==> config.mk <==
export PLATFORM = sky130hd
export DESIGN_NAME = imem_boot_ctrl
export DESIGN_NICKNAME = d
export VERILOG_FILES = /design/src/rtl/imem_boot_ctrl.sv
export SDC_FILE = /design/constraint.sdc
export NUM_CORES = 1
export LEC_CHECK = 0
export BUFFER_PORTS_ARGS = -buffer_cell sky130_fd_sc_hd__buf_4
export CAP_MARGIN = 10
export CORE_ASPECT_RATIO = 0.7
export CORE_MARGIN = 2
export CORE_UTILIZATION = 35
export CTS_CLUSTER_DIAMETER = 40
export DETAILED_ROUTE_END_ITERATION = 8
export HOLD_SLACK_MARGIN = 0.03
export PLACE_DENSITY = 0.6
export REMOVE_ABC_BUFFERS = 1
export SKIP_LAST_GASP = 1
export SLEW_MARGIN = 30
export SYNTH_ARGS = -nofsm -noshare
export SYNTH_HDL_FRONTEND = slang
export SYNTH_SLANG_ARGS = --single-unit
==> constraint.sdc <==
create_clock -name clk -period 7.6 [get_ports clk]
set_input_delay 0.76 -clock clk [delete_from_list [all_inputs] [get_ports clk]]
set_output_delay 0.76 -clock clk [all_outputs]
set_load 0.03 [all_outputs]
==> src/rtl/imem_boot_ctrl.sv <==
// rtl/imem_boot_ctrl.sv - instruction memory boot loader: streams program bytes into IMEM
// and holds the core in stall until a load completes.
module imem_boot_ctrl #(
  parameter int N   = 10,
  parameter int M   = 1024,
  parameter int TMO = 1024
) (
  input  logic         clk,
  input  logic         rst,
  input  logic         start_i,
  input  logic [N:0]   len_i,
  input  logic         rx_valid_i,
  input  logic [7:0]   rx_data_i,
  output logic         rx_ready_o,
  input  logic [N-1:0] fetch_addr_i,
  output logic [N-1:0] mem_addr_o,
  output logic         mem_we_o,
  output logic [7:0]   mem_wdata_o,
  output logic         cpu_stall_o,
  output logic         busy_o,
  output logic         done_o,
  output logic         err_o,
  output logic [1:0]   err_code_o,
  output logic [7:0]   checksum_o
);

  localparam int TW = $clog2(TMO + 1);
  localparam logic [N:0]    LEN_MAX  = (N+1)'(M);
  localparam logic [TW-1:0] TMO_LAST = TW'(TMO - 1);

  typedef enum logic [1:0] {IDLE, LOAD, DONE, ERR} state_t;

  state_t        state, state_nx;
  logic [N:0]    cnt;
  logic [N:0]    len_q;
  logic [TW-1:0] timer;
  logic [7:0]    csum;
  logic [1:0]    code;

  logic len_ok, start_ok, accept, last_byte, expire;

  assign len_ok    = (len_i != '0) && (len_i <= LEN_MAX) && (len_i[1:0] == 2'b00);
  assign start_ok  = start_i && ((state == IDLE) || (state == ERR));
  assign accept    = (state == LOAD) && rx_valid_i;
  assign last_byte = (cnt == len_q - (N+1)'(1));
  // An acceptance in the expiry cycle takes priority over the timeout.
  assign expire    = (state == LOAD) && !rx_valid_i && (timer == TMO_LAST);

  always_comb begin
    state_nx = state;
    case (state)
      IDLE, ERR: if (start_i) state_nx = len_ok ? LOAD : ERR;
      LOAD: begin
        if (accept && last_byte) state_nx = DONE;
        else if (expire)         state_nx = ERR;
      end
      DONE:    state_nx = IDLE;
      default: state_nx = IDLE;
    endcase
  end

  always_ff @(posedge clk or posedge rst) begin
    if (rst) begin
      state <= IDLE;
      cnt   <= '0;
      len_q <= '0;
      timer <= '0;
      csum  <= '0;
      code  <= 2'b00;
    end else begin
      state <= state_nx;
      if (start_ok && len_ok) begin
        cnt   <= '0;
        len_q <= len_i;
        timer <= '0;
        csum  <= '0;
        code  <= 2'b00;
      end else if (start_ok) begin
        code <= 2'b01;
      end else if (accept) begin
        cnt   <= cnt + (N+1)'(1);
        csum  <= csum + rx_data_i;
        timer <= '0;
      end else if (state == LOAD) begin
        timer <= timer + TW'(1);
        if (expire) code <= 2'b10;
      end
    end
  end

  always_comb begin
    rx_ready_o  = (state == LOAD);
    mem_we_o    = accept;
    mem_addr_o  = accept ? cnt[N-1:0] : fetch_addr_i;
    mem_wdata_o = accept ? rx_data_i : 8'h00;
    cpu_stall_o = (state != IDLE);
    busy_o      = (state == LOAD);
    done_o      = (state == DONE);
    err_o       = (state == ERR);
    err_code_o  = code;
    checksum_o  = csum;
  end

endmodule

==> metrics.yaml <==
outcome:
  status: "complete, no violations"
layout:
  antenna_cells: 0
  drive_above_1_share_pct: 18.64
  fillCellCount: 847
  nets: 487
  syn2layout_area_growth_pct: 24.13
  fin_cells: 560
  fin_area_sq_um: 3824
  final_common_cell: "nand2_1"
  most-common-layout-cells: "nand2_1 (82), buf_4 (68), dfrtp_1 (45)"
  fin_util_pct: 44.91
sta:
  clock_skew_ps: 7.933
  slew-limit-headroom_pct: 47.70
  rsz0062_at_grt: "no"
  setup_tns_ps: 0
  setup_viol: 0
  final_critical_path_setup_slack_ps: 4150
  slew_viol_final: 0
  tightest_slew_ps: 781.6
  fin_crit_ps: 3450
  hold_viol: 0
  finalHoldWorstSlack_ps: 502.5
  fmax_mhz: 289.9
  finalCritPeriodShare_pct: 45.39
placement:
  gp_congestion: 0.8420
  place_ws_ps: 4418
  hpwlAfterDp_microns: 6115
  dpl_cell_area_sq_um: 3651
  dpl.cell_count: 552
  portBuffers: 66
clock_tree:
  ctsResizeCount: 0
  ctsHoldBuffers: 0
  cts.sinks: 45
  cts_buffer_depth: 2
  clockRootBuffer: "clkbuf_16"
  cts_setup_buffers: 0
  cts-buffers-inserted: 5
  clkLatencyLatePin_ps: 290
  cts_tree: "built"
  path_clk_slew_ps: 60
  cts-htree-levels: 2
global_routing:
  antenna_found_initial: 0
  grt_pass1_wl_microns: 13450
  grt_pass1_vias: 2804
  overflow: 0
  grt_max_degree: 46
  grt_usage_pct: 18.12
worst_setup_path:
  reg2reg_from: "state[1]"
  worstPathRequired_ps: 6840
  r2r_setup_slack_ps: 4480
  worstPathArrival_ps: 2690
  endpoint_kind: "output pin"
  r2r-end: "checksum_o[7]"
  cp-startpoint: "state[1]"
  cp_max_fo: 15
  worst_setup_path_start_kind: "flip-flop"
  rr_worst_depth: 9
  criticalPathCategory: "reg2out"
yosys:
  ys_types: 53
  synth_edf_count: 0
  synthTopCellsByArea: "dfrtp_1 (37%), nand2_1 (10%), ha_1 (5.7%), o21ai_0 (4.2%), xor2_1 (3.4%)"
  syn-cell-area_sq_um: 3080
  synth_top_area_share_pct: 36.56
  synth-async-reset-ratio_pct: 100.0
  synth_seq_cells: 45
  synth_top_cell_by_area: "dfrtp_1"
  syn_inst: 385
  synthFlopType: "dfrtp_1"
  seq_area_frac_synth_pct: 36.56
  synth.avg_cell_area_sq_um: 8.001
  yosys_warnings: 0
power:
  vdd_drop_max_v: 0.0001886
  power.density_nw_per_um2: 357.6
  power.leakage_nw: 1.787
  total_power_mw: 1.367
die:
  start_util_pct: 36.18
  dieWidth_microns: 116.1
  die_h_microns: 82.49
  rows: 28
  ioPinCount: 67
  core-area_sq_um: 8513
  dieArea_sq_um: 9580
min_path:
  hold_path_class: "reg2reg"
  holdPathStages: 1
  whs_endpoint: "err_code_o[1]"
  min-delay-start: "err_code_o[1]"
detailed_routing:
  vias: 2984
  detail_route.wl_per_cell_microns: 14.60
  drc: 0
  wirelength_microns: 8174
  avgViaCountPerCell: 5.329
  drt-pass1-iter-count: 5
  ant_nets: 0
  dr.first_iter.drc_count: 98
flow_run:
  drv_cap: 0
[flip-flops by register name, indices dropped and copies added, names as in the netlist]
| register | flops |
|---|---|
| checksum_o | 8 |
| cnt | 11 |
| err_code_o | 2 |
| len_q | 11 |
| state | 2 |
| timer | 11 |
[layout make-up]
class	count	area, sq um	share of cell area (%)
multi-input cells	307	1819	47.58
flip-flops and latches	45	1126	29.45
repair buffers	68	510.5	13.35
well taps	120	150.1	3.927
inverters	12	45.04	1.178
clock inverters	1	30.03	0.7853
clock buffers	7	142.6	3.730
[kinds of logic (layout without fill, tap and decap cells)]
logic type	Yosys count	count (layout)	share of synthesized area, %
AOI/OAI and AO/OA	81	81	17.10
xor gates and xnor gates	23	23	6.539
adders and majority gates	15	15	6.336
buffers and inverters	33	88	4.387
DFF	45	45	36.56
and+or+nand+nor	188	188	29.08
[report_power, final]
part	internal, mW	switching [mW]	total (mW)	leakage, nW
registers	0.308	0.102	0.410	0.594
clock network	0.164	0.0893	0.254	0.0841
logic	0.282	0.422	0.704	1.11
total	0.754	0.613	1.37	1.79
[worst max-delay path: stages (launching register included)]
cell     delay (ps)
dfrtp_1         430
inv_1           100
ha_1            550
nand2_1         440
inv_1           490
nand2_1         140
nand2_1          80
buf_4           150
[synthesized netlist by cell type (2+ instances only)]
cell / instances
nor3_1: 13
a211o_1: 2
nand4_1: 7
o32ai_1: 3
inv_1: 12
nand3b_1: 2
a21oi_1: 15
a22o_1: 2
nor4_1: 6
or3_1: 7
nand3_1: 18
o21a_1: 2
dfrtp_1: 45
a211oi_1: 3
nand2_1: 82
or2_2: 2
or4_1: 3
o21ai_0: 26
o211ai_1: 2
buf_1: 2
clkbuf_1: 17
nand2b_1: 4
ha_1: 14
xnor2_1: 11
o2111ai_1: 2
xor2_1: 12
and3_1: 9
a31oi_1: 9
a21o_1: 4
nor2_1: 26
[how the worst max path moves through the flow]
| stage | endpoint | slack [ps] | depth (start not counted) |
|---|---|---|---|
| global placement | mem_addr_o[9] | 4530 | 7 |
| detailed placement | mem_addr_o[9] | 4420 | 7 |
| finish | mem_addr_o[9] | 4150 | 7 |
| global route | mem_addr_o[9] | 3830 | 7 |
| floorplan | mem_addr_o[0] | 4460 | 6 |
| CTS | mem_addr_o[9] | 4100 | 7 |
[routing by layer]
| layer | global-route usage, % | up-vias | wire length [microns] |
|---|---|---|---|
| met5 | 0 | - | 0 |
| met4 | 6.548 | 0 | 85 |
| met3 | 3.431 | 9 | 538 |
| met2 | 27.43 | 100 | 3401 |
| met1 | 25.93 | 1397 | 4149 |
| li1 | - | 1478 | - |
Note: power is estimated with default switching activity, not from simulation.
